$ cat config.mk
export PLATFORM = sky130hd
export DESIGN_NAME = bcd_to_bin
export DESIGN_NICKNAME = d
export VERILOG_FILES = /design/src/rtl/bcd_to_bin.sv
export SDC_FILE = /design/constraint.sdc
export NUM_CORES = 1
export LEC_CHECK = 0
export CORE_ASPECT_RATIO = 0.7
export CORE_UTILIZATION = 59
export CTS_BUF_LIST = sky130_fd_sc_hd__clkbuf_4 sky130_fd_sc_hd__clkbuf_8 sky130_fd_sc_hd__clkbuf_16
export DETAILED_ROUTE_END_ITERATION = 7
export GPL_ROUTABILITY_DRIVEN = 0
export PLACE_DENSITY = 0.91
export SETUP_SLACK_MARGIN = 0.2
export SLEW_MARGIN = 20
export SYNTH_ARGS = -nofsm -noshare
export SYNTH_HDL_FRONTEND = slang
export SYNTH_SLANG_ARGS = --single-unit
export TNS_END_PERCENT = 5
$ cat constraint.sdc
create_clock -name clk -period 6.85 [get_ports clk]
set_clock_uncertainty 0.2 [all_clocks]
set_input_delay 0.685 -clock clk [delete_from_list [all_inputs] [get_ports clk]]
set_output_delay 0.685 -clock clk [all_outputs]
set_load 0.03 [all_outputs]
$ cat src/rtl/bcd_to_bin.sv
// bcd_to_bin: four-digit BCD to 14-bit binary converter.
// A digit set is captured in IDLE, folded into the accumulator one digit per
// clock (most-significant first, acc = acc*10 + digit), then held in DONE
// until the consumer takes it. Any digit above 9 forces number = 0, error = 1.
module bcd_to_bin (
  input  logic        clk,
  input  logic        srst,
  input  logic        in_valid,
  output logic        in_ready,
  input  logic [3:0]  thousands,
  input  logic [3:0]  hundreds,
  input  logic [3:0]  tens,
  input  logic [3:0]  ones,
  output logic        out_valid,
  input  logic        out_ready,
  output logic [13:0] number,
  output logic        error
);

  typedef enum logic [1:0] {
    IDLE = 2'd0,
    CONV = 2'd1,
    DONE = 2'd2
  } state_t;

  state_t      state_reg;
  logic [15:0] digits_reg;
  logic [13:0] acc_reg;
  logic [1:0]  idx_reg;
  logic        err_reg;
  logic        out_valid_reg;
  logic [13:0] number_reg;
  logic        error_reg;

  logic [15:0] in_digits;
  logic [3:0]  digit_bad;
  logic [3:0]  digit_sel;
  logic [13:0] acc_next;

  assign in_digits = {thousands, hundreds, tens, ones};

  // One range flag per incoming digit; any flag marks the whole set invalid.
  generate
    for (genvar gi = 0; gi < 4; gi++) begin : g_digit_check
      assign digit_bad[gi] = (in_digits[gi*4 +: 4] > 4'd9);
    end
  endgenerate

  // Pick the captured digit for the current step, thousands first.
  always_comb begin
    digit_sel = 4'd0;
    case (idx_reg)
      2'd0:    digit_sel = digits_reg[15:12];
      2'd1:    digit_sel = digits_reg[11:8];
      2'd2:    digit_sel = digits_reg[7:4];
      default: digit_sel = digits_reg[3:0];
    endcase
  end

  // acc*10 as shift-and-add; acc <= 999 here so the result fits in 14 bits.
  assign acc_next = (acc_reg << 3) + (acc_reg << 1) + {10'd0, digit_sel};

  // Handshake FSM with registered outputs; reset aborts any in-flight result.
  always_ff @(posedge clk) begin
    if (srst) begin
      state_reg     <= IDLE;
      digits_reg    <= 16'd0;
      acc_reg       <= 14'd0;
      idx_reg       <= 2'd0;
      err_reg       <= 1'b0;
      out_valid_reg <= 1'b0;
      number_reg    <= 14'd0;
      error_reg     <= 1'b0;
    end else begin
      case (state_reg)
        IDLE: begin
          if (in_valid) begin
            digits_reg <= in_digits;
            acc_reg    <= 14'd0;
            idx_reg    <= 2'd0;
            err_reg    <= |digit_bad;
            state_reg  <= CONV;
          end
        end
        CONV: begin
          acc_reg <= acc_next;
          idx_reg <= idx_reg + 2'd1;
          if (idx_reg == 2'd3) begin
            state_reg     <= DONE;
            out_valid_reg <= 1'b1;
            number_reg    <= err_reg ? 14'd0 : acc_next;
            error_reg     <= err_reg;
          end
        end
        DONE: begin
          if (out_ready) begin
            state_reg     <= IDLE;
            out_valid_reg <= 1'b0;
            number_reg    <= 14'd0;
            error_reg     <= 1'b0;
          end
        end
        default: begin
          state_reg     <= IDLE;
          out_valid_reg <= 1'b0;
          number_reg    <= 14'd0;
          error_reg     <= 1'b0;
        end
      endcase
    end
  end

  assign in_ready  = (state_reg == IDLE) & ~srst;
  assign out_valid = out_valid_reg;
  assign number    = number_reg;
  assign error     = error_reg;

endmodule

==> impl_metrics.env, run 1 <==
export IMPL_status="finished, final reports clean"
export IMPL_post_route_min_period_ps=3720
export IMPL_die_height_um=58.7
export IMPL_detailedRoute_firstPassIterationCount=5
export IMPL_wire_length_of_the_first_global_routing_pass_um=10300
export IMPL_quantity_of_i_o_buffers_inserted_on_ports=36
export IMPL_cp_slowest_stage_delay_ps=500
export IMPL_post_synth_instance_area_sq_um=2710
export IMPL_cts_hold_buffers_added=0
export IMPL_tritoncts="built"
export IMPL_grtUsageMet3_pct=5.89
export IMPL_largest_register_ff_count=16
export IMPL_flow_area_growth_from_synthesis_pct=16.4
export IMPL_die_w_um=82.9
export IMPL_post_synth_main_area_contributors="sky130_fd_sc_hd__dfxtp_1 (37%), sky130_fd_sc_hd__ha_1 (12%), sky130_fd_sc_hd__a21oi_1 (6.8%), sky130_fd_sc_hd__nand2_1 (6.4%), sky130_fd_sc_hd__nand3_1 (2.8%)"
export IMPL_final_min_period_over_clock_period_pct=54.4
export IMPL_top_level_ports=37
export IMPL_worst_path_max_fanout=10
export IMPL_max_freq_mhz=269
export IMPL_drt_first_iter_violations=288
export IMPL_timing_max_cap_violations=0
export IMPL_async_reset_ff_share_pct=0
export IMPL_clk_transition_reported_paths_ps=90
export IMPL_peakVddDrop_v=0.000110
export IMPL_clock_sinks=50
export IMPL_routed_wl_um=6310
export IMPL_synth_simple_gate_area_share_pct=20.8
export IMPL_synth_top_family_by_area="compound AO/OA/AOI/OAI gates"
export IMPL_cts_htree_levels=2
export IMPL_synthAdderAreaFrac_pct=13.5
export IMPL_cts_setup_buffers=0
export IMPL_dominantRegCellSynth="sky130_fd_sc_hd__dfxtp_1"
export IMPL_critPathLaunchType="register"
export IMPL_core_area_sq_um=4380
export IMPL_synthDominantCellAreaShare_pct=37.0
export IMPL_ys_warnings_count=0
export IMPL_post_synth_inst_count=313
export IMPL_synth_edff_count=0
export IMPL_drc=0
export IMPL_rsz0062_at_grt="false"
export IMPL_maximum_number_of_pins_on_one_net_before_global_route_repair=65
export IMPL_cell_taking_the_most_area_after_synthesis="sky130_fd_sc_hd__dfxtp_1"
export IMPL_synth_nets=361
export IMPL_grt_met1_usage_pct=39.0
export IMPL_globalRoute_busiestLayer="met2"
export IMPL_gr_util_met2_pct=39.5
export IMPL_clkLatencyLatePin_ps=310
export IMPL_number_of_distinct_standard_cells_referenced_by_the_synthesized_netlist=53
export IMPL_synth_xor_area_share_pct=1.94
export IMPL_route_detailed_vias_per_inst=6.27
export IMPL_max_slew_worst_pin_slew_ps=1060
export IMPL_total_power_consumption_of_the_routed_design_mw=0.555
export IMPL_timing_hold_worst_class="register to register"
export IMPL_antenna_violations_before_repair=0
export IMPL_power_density_over_the_cells_nw_per_um2=176
export IMPL_crit_path_end_kind="register"
export IMPL_fraction_of_the_yosys_area_taken_by_sequential_cells_pct=37.0
export IMPL_dp_final_hpwl_um=4470
export IMPL_die_area_sq_um=4860
export IMPL_clock_tree_root_cell="sky130_fd_sc_hd__clkbuf_8"
export IMPL_max_slew_margin_pct=29.2
export IMPL_hold_viol_final=0
export IMPL_finish_net_count=386
export IMPL_cp_data_required_time_ps=6840
export IMPL_number_of_global_route_vias_before_repair=2157
export IMPL_worstPathBufferInverterCount=2
export IMPL_critPathKind="register to register"
export IMPL_number_of_clock_buffers_inserted_by_tritoncts=5
export IMPL_final_antenna_net_count=0
export IMPL_num_rows=20
export IMPL_cpMostUsedCell="sky130_fd_sc_hd__fa_1"
export IMPL_global_route_usage_total_pct=26.7
export IMPL_setup_violations=0
export IMPL_timing_critical_path_arrival_ps=3710
export IMPL_cellLeakagePower_nw=1.29
export IMPL_cts_repair_resize_count=0
export IMPL_post_route_cells_drive_above_1_share_pct=4.72
export IMPL_drv_slew=0
export IMPL_critical_path_cell_chain="ha_1 -> clkinv_1 -> nand2_1 -> o21ai_0 -> fa_1 -> inv_1 -> fa_1 -> a21o_1 -> a221o_1 -> a311oi_2 -> or4_1 -> nand3_1"
export IMPL_initial_core_util_pct=61.8
export IMPL_cts_path_max_buffers=2
export IMPL_slowest_stage="sky130_fd_sc_hd__fa_1"
export IMPL_vias=2471
export IMPL_placed_cells_incl_taps=386
export IMPL_setup_total_negative_slack_ps=0
export IMPL_synth_area_mux_share_pct=0.370
export IMPL_post_layout_nonfiller_instances=394
export IMPL_synth_compound_gate_area_share_pct=22.2
export IMPL_globalRouteOverflowTotal=0
export IMPL_number_of_antenna_repair_diodes=0
export IMPL_syn_mean_instance_area_sq_um=8.64
export IMPL_critPathTopFamily="adder cells"
export IMPL_yosys_register_bits=50
export IMPL_avgRoutedWirePerCell_um=16.0
export IMPL_r2r_slack_ps=3130
## layout make-up
class	instances	area, sq um
clock buffers	6	82.6
clock inverters	2	12.5
fillers	365	1230
inverters	9	33.8
multi-input cells	236	1590
flip-flops and latches	50	1000
well taps	55	68.8
repair buffers	36	355
## worst paths after layout
path,from,to,cells past startpoint
worst max-delay path,idx_reg[1],acc_reg[12],12
worst min-delay path,digits_reg[8],digits_reg[8],2
worst max register to register,idx_reg[1],acc_reg[12],12
worst min register to register,digits_reg[8],digits_reg[8],2
## routing by layer
metal	up-vias	share of wire [%]
met4	0	1.4
met5	-	0
met1	1163	49
met3	11	8.0
li1	1198	-
met2	99	42
## synthesized netlist by cell type, drive strengths merged (3+ instances only)
cell type,instances
a22oi,8
nand3b,3
ha,26
a21oi,38
inv,8
nand3,15
or3,3
a311o,4
a222oi,4
xor2,3
o21ai,8
clkbuf,12
nor2,19
a2111oi,4
a21o,5
and2,3
nand2,46
nor3,4
nand4b,4
o211ai,3
dfxtp,50
buf,6
xnor2,3
and4,3
## cells in the final DEF (no fill, tap or decap), types with 2 or more instances in the layout
cell                               n
sky130_fd_sc_hd__or4_1             2
sky130_fd_sc_hd__clkbuf_8          6
sky130_fd_sc_hd__nand3_1          15
sky130_fd_sc_hd__and2_1            3
sky130_fd_sc_hd__a222oi_1          4
sky130_fd_sc_hd__xnor2_1           3
sky130_fd_sc_hd__nor4b_1           2
sky130_fd_sc_hd__o211ai_1          3
sky130_fd_sc_hd__a311o_1           4
sky130_fd_sc_hd__clkdlybuf4s50_1  35
sky130_fd_sc_hd__nand3b_1          3
sky130_fd_sc_hd__inv_1             8
sky130_fd_sc_hd__xor2_1            3
sky130_fd_sc_hd__a2111oi_0         4
sky130_fd_sc_hd__and3_1            2
sky130_fd_sc_hd__and4_1            3
sky130_fd_sc_hd__dfxtp_1          50
sky130_fd_sc_hd__o21ai_0           7
sky130_fd_sc_hd__and3b_1           2
sky130_fd_sc_hd__a22oi_1           8
sky130_fd_sc_hd__a21oi_1          37
sky130_fd_sc_hd__fa_1              2
sky130_fd_sc_hd__nand2_1          46
sky130_fd_sc_hd__or3_1             2
sky130_fd_sc_hd__nor2_1           19
sky130_fd_sc_hd__nor3_1            4
sky130_fd_sc_hd__o21a_1            2
sky130_fd_sc_hd__nand2b_1          2
sky130_fd_sc_hd__ha_1             26
sky130_fd_sc_hd__nand4b_1          4
sky130_fd_sc_hd__a21o_1            5
## metrics by stage
step	utilization, %	hold WS (ps)	worst slack (ps)	instance area (sq um)
2_1_floorplan	-	233	3580	2710
3_3_place_gp	69.6	241	3340	3050
3_5_place_dp	69.6	249	3190	3050
4_1_cts	71.8	262	3170	3140
5_1_grt	71.9	286	2860	3150
6_report	71.9	262	3130	3150
## power breakdown
group	total, mW	switching [mW]	internal [mW]
Combinational	0.0667	0.0398	0.0269
Clock	0.182	0.101	0.0814
Sequential	0.306	0.00714	0.299
Total	0.555	0.148	0.407
## worst register-to-register path: stages (launching register included)
cell	delay, ps
sky130_fd_sc_hd__dfxtp_1	390
sky130_fd_sc_hd__ha_1	270
sky130_fd_sc_hd__clkinv_1	300
sky130_fd_sc_hd__nand2_1	120
sky130_fd_sc_hd__o21ai_0	110
sky130_fd_sc_hd__fa_1	500
sky130_fd_sc_hd__inv_1	80
sky130_fd_sc_hd__fa_1	450
sky130_fd_sc_hd__a21o_1	210
sky130_fd_sc_hd__a221o_1	360
sky130_fd_sc_hd__a311oi_2	370
sky130_fd_sc_hd__or4_1	180
sky130_fd_sc_hd__nand3_1	70
## cell families after synthesis
kind of cell,Yosys count
AND/OR/NAND/NOR,113
AO/OA/AOI/OAI,88
flip-flops,50
adder cells (fa/ha/maj),28
buffers and inverters,27
XOR/XNOR,6
multiplexers,1
No activity file was read; power rests on OpenSTA's default activity.
==> run 2: changes to the inputs <==
CORE_UTILIZATION = 55   (was 59)
PLACE_DENSITY = 0.86   (was 0.91)
clock period = 3.54 ns   (was 6.85 ns; I/O delays follow)
==> impl_metrics.env, run 2 (same netlist as run 1, synthesis figures left out) <==
export IMPL_r2r_cells=13
export IMPL_max_slew_margin_pct=31.5
export IMPL_post_layout_nonfiller_instances=415
export IMPL_route_detailed_vias_per_inst=5.95
export IMPL_quantity_of_i_o_buffers_inserted_on_ports=36
export IMPL_flow_area_growth_from_synthesis_pct=22.6
export IMPL_cpMostUsedCell="sky130_fd_sc_hd__inv_2"
export IMPL_core_area_sq_um=4530
export IMPL_clk_transition_reported_paths_ps=100
export IMPL_crit_cells=13
export IMPL_detailedRoute_firstPassIterationCount=5
export IMPL_setup_violations=0
export IMPL_rsz0062_at_grt="true"
export IMPL_worst_path_max_fanout=4
export IMPL_status="finished, final reports clean"
export IMPL_routed_wl_um=6760
export IMPL_critPathTopFamily="adder cells"
export IMPL_cp_startpoint="idx_reg[0]"
export IMPL_maximum_number_of_pins_on_one_net_before_global_route_repair=64
export IMPL_multiInputGateArea_sq_um=1660
export IMPL_peakVddDrop_v=0.000187
export IMPL_clock_sinks=50
export IMPL_postLayoutSetupSlackWorst_ps=97.3
export IMPL_top_level_ports=37
export IMPL_placed_cells_incl_taps=400
export IMPL_final_antenna_net_count=0
export IMPL_clkLatencyLatePin_ps=310
export IMPL_avgRoutedWirePerCell_um=16.3
export IMPL_critPathLaunchType="register"
export IMPL_slowest_stage="sky130_fd_sc_hd__fa_1"
export IMPL_dp_slack_ps=-63.2
export IMPL_antenna_violations_before_repair=0
export IMPL_r2r_slack_ps=100
export IMPL_hold_viol_final=0
export IMPL_timing_max_cap_violations=0
export IMPL_finish_net_count=396
export IMPL_global_route_usage_total_pct=26.5
export IMPL_final_cell_mix="sky130_fd_sc_hd__dfxtp_1 (48), sky130_fd_sc_hd__nand2_1 (46), sky130_fd_sc_hd__a21oi_1 (37)"
export IMPL_fillers=349
export IMPL_num_rows=20
export IMPL_post_route_min_period_ps=3440
export IMPL_critPathKind="register to register"
export IMPL_reg2reg_to="acc_reg[12]"
export IMPL_timing_hold_worst_class="register to register"
export IMPL_cellLeakagePower_nw=1.34
export IMPL_number_of_clock_buffers_inserted_by_tritoncts=5
export IMPL_cp_slowest_stage_delay_ps=520
export IMPL_clock_tree_root_cell="sky130_fd_sc_hd__clkbuf_8"
export IMPL_die_w_um=85.8
export IMPL_max_slew_worst_pin_slew_ps=1030
export IMPL_worstPathBufferInverterCount=2
export IMPL_critical_path_cell_chain="inv_2 -> ha_2 -> a222oi_1 -> nand2_1 -> o21ai_0 -> fa_1 -> inv_2 -> fa_2 -> a21o_1 -> a221o_1 -> a311oi_2 -> or4_1 -> nand3_1"
export IMPL_cp_data_required_time_ps=3550
export IMPL_layout_area_seq_sq_um=1010
export IMPL_wire_length_of_the_first_global_routing_pass_um=10600
export IMPL_final_min_period_over_clock_period_pct=97.3
export IMPL_die_height_um=60.7
export IMPL_tritoncts="built"
export IMPL_initial_core_util_pct=59.7
export IMPL_globalRouteOverflowTotal=0
export IMPL_vias=2468
export IMPL_die_area_sq_um=5210
export IMPL_post_route_cells_drive_above_1_share_pct=11.5
export IMPL_number_of_antenna_repair_diodes=0
export IMPL_max_freq_mhz=290
export IMPL_power_density_over_the_cells_nw_per_um2=326
export IMPL_cts_htree_levels=2
export IMPL_finalCoreUtilization_pct=73.2
export IMPL_drv_slew=0
export IMPL_cts_hold_buffers_added=0
export IMPL_worstSetupEndpoint="acc_reg[12]"
export IMPL_number_of_global_route_vias_before_repair=2183
export IMPL_crit_path_end_kind="register"
export IMPL_layout_commonest_cell="sky130_fd_sc_hd__dfxtp_1"
export IMPL_r2r_start="idx_reg[0]"
export IMPL_drt_first_iter_violations=202
export IMPL_dp_final_hpwl_um=4480
export IMPL_drc=0
export IMPL_largest_register_ff_count=16
export IMPL_cts_path_max_buffers=2
export IMPL_timing_critical_path_arrival_ps=3450
-- run 2: changes by cell type in the layout (fill, tap and decap cells not counted), moves of 2 or more --
cell                        delta
sky130_fd_sc_hd__buf_4         +9
sky130_fd_sc_hd__ha_1          -5
sky130_fd_sc_hd__ha_4          +4
sky130_fd_sc_hd__inv_1         -3
sky130_fd_sc_hd__a2111oi_0     -2
sky130_fd_sc_hd__clkinv_4      +2
sky130_fd_sc_hd__dfxtp_1       -2
sky130_fd_sc_hd__dfxtp_4       +2
sky130_fd_sc_hd__inv_2         +2
-- run 2: how the worst min path moves through the flow --
| stage | startpoint | endpoint | slack [ps] | depth (start not counted) |
|---|---|---|---|---|
| finish | out_valid | out_valid | 260 | 2 |
| global route | digits_reg[12] | digits_reg[12] | 290 | 2 |
| CTS | out_valid | out_valid | 260 | 2 |
| detailed placement | out_valid | out_valid | 250 | 2 |
| global placement | out_valid | out_valid | 240 | 2 |
| floorplan | digits_reg[3] | digits_reg[3] | 230 | 2 |
-- run 2: cell type report --
class,count,area share [%]
Timing Repair Buffer,46,13.1
Sequential cell,50,30.4
Clock inverter,3,0.642
Clock buffer,5,2.08
Inverter,9,1.25
Tap cell,66,2.49
Multi-Input combinational cell,236,50.0
-- run 2: worst min-delay path: stages, from the launching register on --
cell and delay, ps:
sky130_fd_sc_hd__dfxtp_1 320, sky130_fd_sc_hd__nand2_1 50, sky130_fd_sc_hd__a21oi_1 50
-- run 2: routing by layer --
metal | track usage [%] | vias to the layer above | routed length, um
met5 | 0 | - | 0
met3 | 5.31 | 12 | 474
met4 | 9.52 | 0 | 93
li1 | - | 1215 | -
met2 | 40.8 | 83 | 2970
met1 | 37.6 | 1158 | 3220
-- run 2: metrics by stage --
step	setup TNS, ps	total power, mW	hold slack [ps]	instance area, sq um
global placement	0	0.729	242	3090
detailed placement	-144	0.733	249	3090
finish	0	1.08	258	3320
floorplan	0	0.687	233	2710
global route	-37.0	1.12	287	3320
CTS	0	1.07	262	3260
-- run 2: where the power goes --
group          switching (mW)  leakage, nW  internal, mW
clock                   0.203       0.0441         0.139
combinational          0.0837        0.888        0.0607
sequential             0.0149        0.407         0.578
total                   0.302         1.34         0.778
-- run 2: timing repair --
| item | CTS | global route |
|---|---|---|
| pin swaps | 12 | 16 |
| gates resized for setup | 19 | 8 |
| endpoints found under the setup margin | 13 | 13 |
| setup buffers | 4 | 3 |
==> patch (flow settings as in run 2) <==
Register the output `error` once more, without a reset; this adds one clock of latency there. The other outputs are not delayed to match.
--- a/src/rtl/bcd_to_bin.sv
+++ b/src/rtl/bcd_to_bin.sv
@@ -114,5 +114,7 @@
   assign out_valid = out_valid_reg;
   assign number    = number_reg;
-  assign error     = error_reg;
+  always_ff @(posedge clk) begin
+    error <= error_reg;
+  end
 
 endmodule
Behaviour: not the same (a bounded check fails within 10 cycles, from zero or initial values and one cycle with srst high).
==> patch against run 2 <==
Power grew 8.1%. Count of clock-buffer cells in the layout did not move. Utilization shrank 4.1 points. Cell area shrank 0.38%. Die area increased by 0.72%. Worst hold slack worse by 0.087 ns. Routed wire length fell by 1.1%. Worst setup slack worse by 0.0059 ns. Area after synthesis grew 0.74%. Via count rose by 0.97%. Synthesized cell count is 0.32% higher. Critical path depth unchanged. Sequential cell count increased by 1. Combinational power is 3% lower. Highest routed layer unchanged.
==> patch: results (changes against run 2) <==
Cells after Synth=314 (was 313); Max transition margin=49.3% (was 31.5%); Hold Crit Endpoint=error (was out_valid); Routed WL=6690 um (was 6760 um); Register Area=1030 um2 (was 1010 um2); CP Max Fanout=5 (was 4); synth cell count leaders=dfxtp_1, nand2_1, a21oi_1, ha_1, nor2_1 (unchanged); hold path startpoint=error_reg (was out_valid); count of plain and timing-repair buffers in the layout=43 (was 46); Synth Cell Area=2730 um2 (was 2710 um2); final hold slack=0.171 ns (was 0.258 ns); Detailed Place HPWL=4640 um (was 4480 um); CP endpoint=acc_reg[11] (was acc_reg[12]); 1st-iter DRT viols=281 (was 202); Max IR drop VDD=261 uV (was 187 uV); status=complete, no violations (unchanged); Post-Synth Adder-Cell Area=13.4% (was 13.5%); fin nets=394 (was 396); CP max stage cell=a2111oi_0 (was fa_1); pin count of the biggest net entering global routing=39 (was 64); Static Leak=0.00134 uW (about the same); synth top area cells=dfxtp_1, ha_1, a21oi_1 (unchanged); number of setup buffers added after CTS=2 (was 4); Layout fillers=388 (was 349); post-synthesis xor/xnor area fraction=1.93% (was 1.94%); Syn Nets=362 (was 361); Worst Path Arrival=3.51 ns (was 3.45 ns); vias per std cell=5.99 (was 5.95); dpl ws=0.00215 ns (was -0.0632 ns); vias in the first global route=2,187 (was 2,183); GR Util All Layers=27.1% (was 26.5%); mux cell area share after synthesis=0.367% (was 0.370%); non-filler instance count after layout=416 (was 415); layout cells sized above 1=10.4% (was 11.5%); fraction of area in non-clock buffers=12.3% (was 13.1%); clk cell area share=3.48% (was 2.72%); WHS Path Cells=0 (was 2); Inst Count DP=406 (was 400); Area after DPL=3120 um2 (was 3090 um2)
## patch: metal layers
| layer | up-vias | GRT usage, % |
|---|---|---|
| li1 | 1210 | - |
| met1 | 1153 | 36.8 |
| met2 | 115 | 42.1 |
| met3 | 14 | 7.62 |
| met4 | 0 | 9.29 |
| met5 | - | 0 |
## patch: power breakdown
| group | internal, uW | total, uW | switching, uW | leakage, uW |
|---|---|---|---|---|
| logic | 57.0 | 139 | 82.0 | 0.000867 |
| clock network | 213 | 424 | 211 | 0.0000548 |
| registers | 590 | 604 | 14.5 | 0.000415 |
## patch: metrics by stage
| stage | util, % | TNS (ns) |
|---|---|---|
| 2_1_floorplan | - | 0 |
| 3_3_place_gp | 65.3 | 0 |
| 3_5_place_dp | 65.3 | 0 |
| 4_1_cts | 68.9 | 0 |
| 5_1_grt | 69.1 | -0.0540 |
| 6_report | 69.1 | 0 |
